<file path="src/rtl/axi4l2mem.sv">
// AXI4-Lite slave that terminates reads and writes onto a single-port synchronous SRAM, one transaction at a time.
// Optional macro AXI4L2MEM_DECERR_EN: out-of-range addresses skip the SRAM and answer DECERR.
module axi4l2mem #(
    parameter int ADDR_WIDTH = 32,
    parameter int MEM_WORDS  = 4096,
    localparam int MEM_AW    = $clog2(MEM_WORDS)
) (
    input  logic                  i_clk,
    input  logic                  i_rst_n,
    input  logic                  i_awvalid,
    output logic                  o_awready,
    input  logic [ADDR_WIDTH-1:0] i_awaddr,
    input  logic [2:0]            i_awprot,
    input  logic                  i_wvalid,
    output logic                  o_wready,
    input  logic [31:0]           i_wdata,
    input  logic [3:0]            i_wstrb,
    output logic                  o_bvalid,
    input  logic                  i_bready,
    output logic [1:0]            o_bresp,
    input  logic                  i_arvalid,
    output logic                  o_arready,
    input  logic [ADDR_WIDTH-1:0] i_araddr,
    input  logic [2:0]            i_arprot,
    output logic                  o_rvalid,
    input  logic                  i_rready,
    output logic [31:0]           o_rdata,
    output logic [1:0]            o_rresp,
    output logic                  o_mem_req,
    output logic                  o_mem_we,
    output logic [3:0]            o_mem_be,
    output logic [MEM_AW-1:0]     o_mem_addr,
    output logic [31:0]           o_mem_wdata,
    input  logic [31:0]           i_mem_rdata
);

    typedef enum logic [2:0] {
        S_IDLE,
        S_WACC,
        S_WRESP,
        S_RACC,
        S_RCAP,
        S_RRESP
    } state_t;

    state_t              r_state;
    state_t              w_next;
    logic                r_last_wr;
    logic [MEM_AW-1:0]   r_addr;
    logic [31:0]         r_wdata;
    logic [3:0]          r_wstrb;
    logic                r_err;
    logic [31:0]         r_rdata;

    logic w_wr_cand;
    logic w_rd_cand;
    logic w_wr_win;
    logic w_rd_win;
    logic w_idle;
    logic w_wr_acc;
    logic w_rd_acc;
    logic w_aw_err;
    logic w_ar_err;
    logic w_unused;

    // A write needs both AW and W present; on a tie the side not served last goes first.
    assign w_wr_cand = i_awvalid & i_wvalid;
    assign w_rd_cand = i_arvalid;
    assign w_wr_win  = w_wr_cand & ~(w_rd_cand & r_last_wr);
    assign w_rd_win  = w_rd_cand & ~w_wr_win;
    assign w_idle    = (r_state == S_IDLE) & i_rst_n;
    assign w_wr_acc  = w_idle & w_wr_win;
    assign w_rd_acc  = w_idle & w_rd_win;

`ifdef AXI4L2MEM_DECERR_EN
    assign w_aw_err = |i_awaddr[ADDR_WIDTH-1:MEM_AW+2];
    assign w_ar_err = |i_araddr[ADDR_WIDTH-1:MEM_AW+2];
    assign w_unused = ^{i_awprot, i_arprot, i_awaddr[1:0], i_araddr[1:0]};
`else
    assign w_aw_err = 1'b0;
    assign w_ar_err = 1'b0;
    assign w_unused = ^{i_awprot, i_arprot, i_awaddr[1:0], i_araddr[1:0],
                        i_awaddr[ADDR_WIDTH-1:MEM_AW+2], i_araddr[ADDR_WIDTH-1:MEM_AW+2]};
`endif

    always_ff @(posedge i_clk or negedge i_rst_n) begin
        if (!i_rst_n) begin
            r_state <= S_IDLE;
        end else begin
            r_state <= w_next;
        end
    end

    always_comb begin
        w_next    = r_state;
        o_awready = 1'b0;
        o_wready  = 1'b0;
        o_arready = 1'b0;
        o_mem_req = 1'b0;
        o_mem_we  = 1'b0;
        o_bvalid  = 1'b0;
        o_rvalid  = 1'b0;
        case (r_state)
            S_IDLE: begin
                o_awready = w_wr_acc;
                o_wready  = w_wr_acc;
                o_arready = w_rd_acc;
                if (w_wr_acc) begin
                    w_next = S_WACC;
                end else if (w_rd_acc) begin
                    w_next = S_RACC;
                end
            end
            S_WACC: begin
                o_mem_req = ~r_err;
                o_mem_we  = 1'b1;
                w_next    = S_WRESP;
            end
            S_WRESP: begin
                o_bvalid = 1'b1;
                if (i_bready) begin
                    w_next = S_IDLE;
                end
            end
            S_RACC: begin
                o_mem_req = ~r_err;
                w_next    = S_RCAP;
            end
            S_RCAP: begin
                w_next = S_RRESP;
            end
            S_RRESP: begin
                o_rvalid = 1'b1;
                if (i_rready) begin
                    w_next = S_IDLE;
                end
            end
            default: begin
                w_next = S_IDLE;
            end
        endcase
    end

    // SRAM read data is only valid for the one cycle after the access, so it is captured in RCAP.
    always_ff @(posedge i_clk or negedge i_rst_n) begin
        if (!i_rst_n) begin
            r_last_wr <= 1'b0;
            r_addr    <= '0;
            r_wdata   <= '0;
            r_wstrb   <= '0;
            r_err     <= 1'b0;
            r_rdata   <= '0;
        end else begin
            if (w_wr_acc) begin
                r_addr    <= i_awaddr[MEM_AW+1:2];
                r_wdata   <= i_wdata;
                r_wstrb   <= i_wstrb;
                r_err     <= w_aw_err;
                r_last_wr <= 1'b1;
            end else if (w_rd_acc) begin
                r_addr    <= i_araddr[MEM_AW+1:2];
                r_err     <= w_ar_err;
                r_last_wr <= 1'b0;
            end
            if (r_state == S_RCAP) begin
                r_rdata <= r_err ? 32'h0 : i_mem_rdata;
            end
        end
    end

    assign o_bresp     = {2{r_err}};
    assign o_rresp     = {2{r_err}};
    assign o_rdata     = r_rdata;
    assign o_mem_be    = r_wstrb;
    assign o_mem_addr  = r_addr;
    assign o_mem_wdata = r_wdata;

endmodule

</file>
<file path="config.mk">
export PLATFORM = sky130hd
export DESIGN_NAME = axi4l2mem
export DESIGN_NICKNAME = d
export VERILOG_FILES = /design/src/rtl/axi4l2mem.sv
export SDC_FILE = /design/constraint.sdc
export NUM_CORES = 1
export LEC_CHECK = 0
export CAP_MARGIN = 0
export CORE_ASPECT_RATIO = 1.75
export CORE_MARGIN = 1.5
export CORE_UTILIZATION = 36
export DETAILED_ROUTE_END_ITERATION = 7
export PLACE_DENSITY = 0.81
export SLEW_MARGIN = 20
export SYNTH_ARGS = -nofsm -noshare
export SYNTH_HDL_FRONTEND = slang
export SYNTH_SLANG_ARGS = --single-unit
</file>
<file path="constraint.sdc">
create_clock -name i_clk -period 2.74 [get_ports i_clk]
set_clock_uncertainty 0.2 [all_clocks]
set_input_delay 0.274 -clock i_clk [delete_from_list [all_inputs] [get_ports i_clk]]
set_output_delay 0.274 -clock i_clk [all_outputs]
set_load 0.1 [all_outputs]
</file>
## Word-level counts from Yosys, hierarchy flattened

Cells that the tools add are included.

- Word-level logic and storage cells: 46
- Input bits: 145
- Output and inout port bits: 91
- Bits in registers: 85

- Eq/ne operators: 8
- Multiplexer cells: 17
- Reduce and logical (&&, ||, !) cells: 4
- Bitwise gates (word level): 10

Operators with widths:

| kind | count |
|---|---|
| $mux 32 | 1 |
| $mux 12 | 2 |
| $pmux 3 s6 | 1 |
| $mux 3 | 4 |
| $mux 1 | 9 |
| $and 1x1->1 | 7 |
| $eq 3x2->1 const B | 2 |
| $eq 3x3->1 const B | 2 |
| $ne 2x2->1 const B | 2 |
| $eq 3x1->1 const B | 1 |
| $logic_not 3->1 | 1 |
| $ne 3x3->1 const B | 1 |
| $not 1->1 | 3 |
| $reduce_and 3->1 | 1 |
| $reduce_bool 2->1 | 1 |
| $reduce_or 2->1 | 1 |

## Logic depth before layout (Yosys ltp)

Gate-level depths: netlist of the first run.

- Depth after elaboration: 9
- Mapped depth: 6
- Depth with buffers taken out: 3

## Worst setup path before layout of the first run

No wires, ideal clock.

- Kind: register to output
- Start: register r_state[1]
- End: output o_bvalid
- Path buffers: 0
- Arrival time: 2.608 ns
- Data required time: 2.266 ns
- Path slack: -0.342 ns
- Stages on the path, launching flop included: 3
- Path through: dfrtp_1 > inv_1 > nor3_1

- Cells in the longest elaborated chain, start to end: 2

Ends and longest elaborated chain:

| item | line | text |
|---|---|---|
| start, declared | 46 | `state_t r_state;` |
| start signal, assigned | 90 | `r_state <= w_next;` |
| $eq 3x2->1 | 103 | `case (r_state)` |
| $mux 1 | 103 |  |
| end, declared | 18 | `output logic o_bvalid,` |

Every way passes these cells.

## Worst setup path after layout of the first run

- Start: register r_state[2]
- End: output o_arready

- Cells in the longest elaborated chain, start to end: 4

Ends and longest elaborated chain:

| item | line | text |
|---|---|---|
| $logic_not 3->1 * | 71, 103 |  |
| $and 1x1->1 | 71 | `assign w_idle = (r_state == S_IDLE) & i_rst_n;` |
| $and 1x1->1 | 73 | `assign w_rd_acc = w_idle & w_rd_win;` |
| $mux 1 * | 103 |  |
| end, declared | 22 | `output logic o_arready,` |

Every way passes the cells marked *; elsewhere a longest branch is shown, timed or not.

==> results of run 1 <==
area by class of cell:
class	instances	area [um2]	area share [%]
clock buffers	10	229	4.05
clock inverters	6	71.3	1.26
inverters	2	11.3	0.199
multi-input cells	146	1330	23.6
flip-flops and latches	84	2100	37.2
well taps	122	153	2.70
repair buffers	194	1760	31.0
sequential cells by signal (all words and copies together) (netlist names):
register	count
r_state	3
o_mem_be	4
o_mem_wdata	32
r_last_wr	1
o_rdata	32
o_mem_addr	12
final timing paths:
path                                   from               to  slack, ns  cells past startpoint
worst max-delay path             r_state[2]        o_arready       0.35                      4
worst min-delay path            o_rdata[10]      o_rdata[10]       0.31                      1
worst max register to register   r_state[2]    o_mem_addr[0]       0.65                      4
worst min register to register  o_rdata[10]      o_rdata[10]       0.31                      1
max in group asynchronous           i_rst_n  o_mem_wdata[28]       1.34                      3
min in group asynchronous           i_rst_n       r_state[1]       0.49                      3
through the flow:
stage | hold WS, ns | instance area [um2] | cells | utilization, % | setup WS, ns
after floorplan | -0.222 | 3570 | 253 | - | 0.164
after global placement | 0.290 | 5340 | 547 | 56.1 | 0.662
after detailed placement | 0.297 | 5340 | 547 | 56.1 | 0.617
after CTS | 0.0731 | 5640 | 563 | 59.2 | 0.309
after global routing | 0.320 | 5650 | 564 | 59.4 | 0.256
final | 0.307 | 5650 | 564 | 59.4 | 0.349
per-layer routing:
| layer | wire (um) | global-route usage [%] | vias to the layer above |
|---|---|---|---|
| met3 | 620 | 3.54 | 21 |
| met4 | 367 | 11.6 | 0 |
| met2 | 4970 | 32.0 | 126 |
| met1 | 3520 | 20.4 | 1338 |
| met5 | 0 | 0 | - |
| li1 | - | - | 1262 |
cells by family (layout without fill, tap and decap cells):
family / after synthesis / count (layout) / share of synthesized area (%)
multiplexers: 68 / 68 / 24.7
AO/OA/AOI/OAI: 44 / 44 / 7.05
buffers and inverters: 23 / 212 / 3.77
AND/OR/NAND/NOR: 30 / 30 / 5.15
other: 1 / 4 / 0.106
flip-flops: 84 / 84 / 59.3
synth_stat cells:
cell type and instances:
nor3_1 1, dfrtp_1 84, clkbuf_1 8, o21ai_0 13
nand3_4 1, nor2_1 2, inv_1 2, buf_6 3
a31oi_1 13, buf_4 5, a22oi_1 1, nor2b_1 1
a21o_1 1, mux2_4 29, nor3b_1 1, a21oi_1 14
mux2_2 39, nand3_1 13, o2111ai_1 1, or3_1 1
buf_2 5, nor4b_4 1, and3_1 1, nand2_1 5
and2_1 3, conb_1 1, o211a_1 1
what timing repair did:
| action | 4_1_cts | 5_1_grt |
|---|---|---|
| hold buffers | 0 | 1 |
| resized for setup | 0 | 0 |
| hold endpoints to repair | 0 | 84 |
| setup buffers | 0 | 0 |
==> impl_metrics.toml, run 1 <==
[detailed_routing]
first_pass_iters = 4
avgRoutedWirePerCell_um = 16.8
routed_wirelength_um = 9480
drt-initial-drc-count = 104
drcViolationCount = 0
vias = 2747
vias_per_cell = 4.87
ant_nets = 0

[clock_network]
root_buffer = "clkbuf_16"
cts_buffer_depth = 2
clk_latency_ns = 0.33
cts-htree-levels = 3
cts_tree = "yes"
cts_made_buffers = 9
clk_pin_slew_ns = 0.06
cts_sinks = 84

[floorplan]
dieArea_um2 = 10500
fp-row-count = 47
pin_count = 236
die_x_um = 78.0
fp.dieH_um = 134
initial_core_util_pct = 37.2
core_um2 = 9530

[yosys]
synth_cells = 250
ys_seq_elements = 84
yosys.cell_types.count = 27
syn-cell-area_um2 = 3550
synth_top_area_cell = "dfrtp_1"
synth.avg_cell_area_um2 = 14.2
synth_top_area_share_pct = 59.3
ys_warn_count = 0
synth_seq_area_share_pct = 59.3
synth_area_leaders = "dfrtp_1 59%, mux2_2 12%, mux2_4 12%"

[worst_setup_path]
critPathSlowestCell = "dfrtp_1"
crit_path_start_kind = "flop"
arrival_ns = 1.92
max_stage_delay_ns = 0.50
end_kind = "output pin"
path_cells = "nor4b_4 > buf_4 > o211a_1 > buf_12"
cp.required_ns = 2.27
critPathTopFamily = "flip-flops"
worstPathMaxFanout = 17
worstSetupPathType = "flop to output pin"
cp_num_buf_inv = 2

[timing]
tightest_slew_ns = 0.757
fmax_ghz = 0.418
hold_viol = 0
tns_ns = 0
rsz0062_at_grt = "no"
slew_headroom_pct = 49.6
final_max_slew_viol_count = 0
finalSetupViolations = 0
period_share_pct = 87.3
min_period_ns = 2.39

[finish]
drive_gt1_share_pct = 41.6
layout.nets = 582
mostFrequentLayoutCell = "clkdlybuf4s50_1"
fill_cells = 771
mostFrequentLayoutCells = "97 x clkdlybuf4s50_1, 91 x buf_4, 84 x dfrtp_1, 39 x mux2_2, 29 x mux2_4"
syn2layout_area_growth_pct = 59.4
antennaDiodeCount = 0

[placement]
hpwl_um = 7040
gp_congestion = 0.760
portBuffers = 185

[global_routing]
grt_usage_pct = 18.5
grt_pass1_vias = 2866
antenna_found_initial = 0
grt.overflow.total = 0
grt_pass1_wl_um = 14700
grt_max_degree = 86

[flow_run]
maxCapViolCount = 0

[min_path]
worst_hold_path_type = "flop to flop"

[status]
run_status = "completed"
Power of run 1 is left out: the tool's default activity adds up to more than one toggle a clock period on the data nets, which glitch-free logic cannot reach.
==> run 2: changes to the inputs <==
--- a/config.mk
+++ b/config.mk
@@ -9,8 +9,10 @@
 export CORE_ASPECT_RATIO = 1.75
 export CORE_MARGIN = 1.5
 export CORE_UTILIZATION = 36
+export CTS_CLUSTER_SIZE = 24
 export DETAILED_ROUTE_END_ITERATION = 7
 export PLACE_DENSITY = 0.81
+export SKIP_CTS_REPAIR_TIMING = 1
 export SLEW_MARGIN = 20
 export SYNTH_ARGS = -nofsm -noshare
 export SYNTH_HDL_FRONTEND = slang
==> results of run 2 <==
Final layout, timing and power as in run 1 (identical DEF).
Power of run 2 is left out for the same reason.
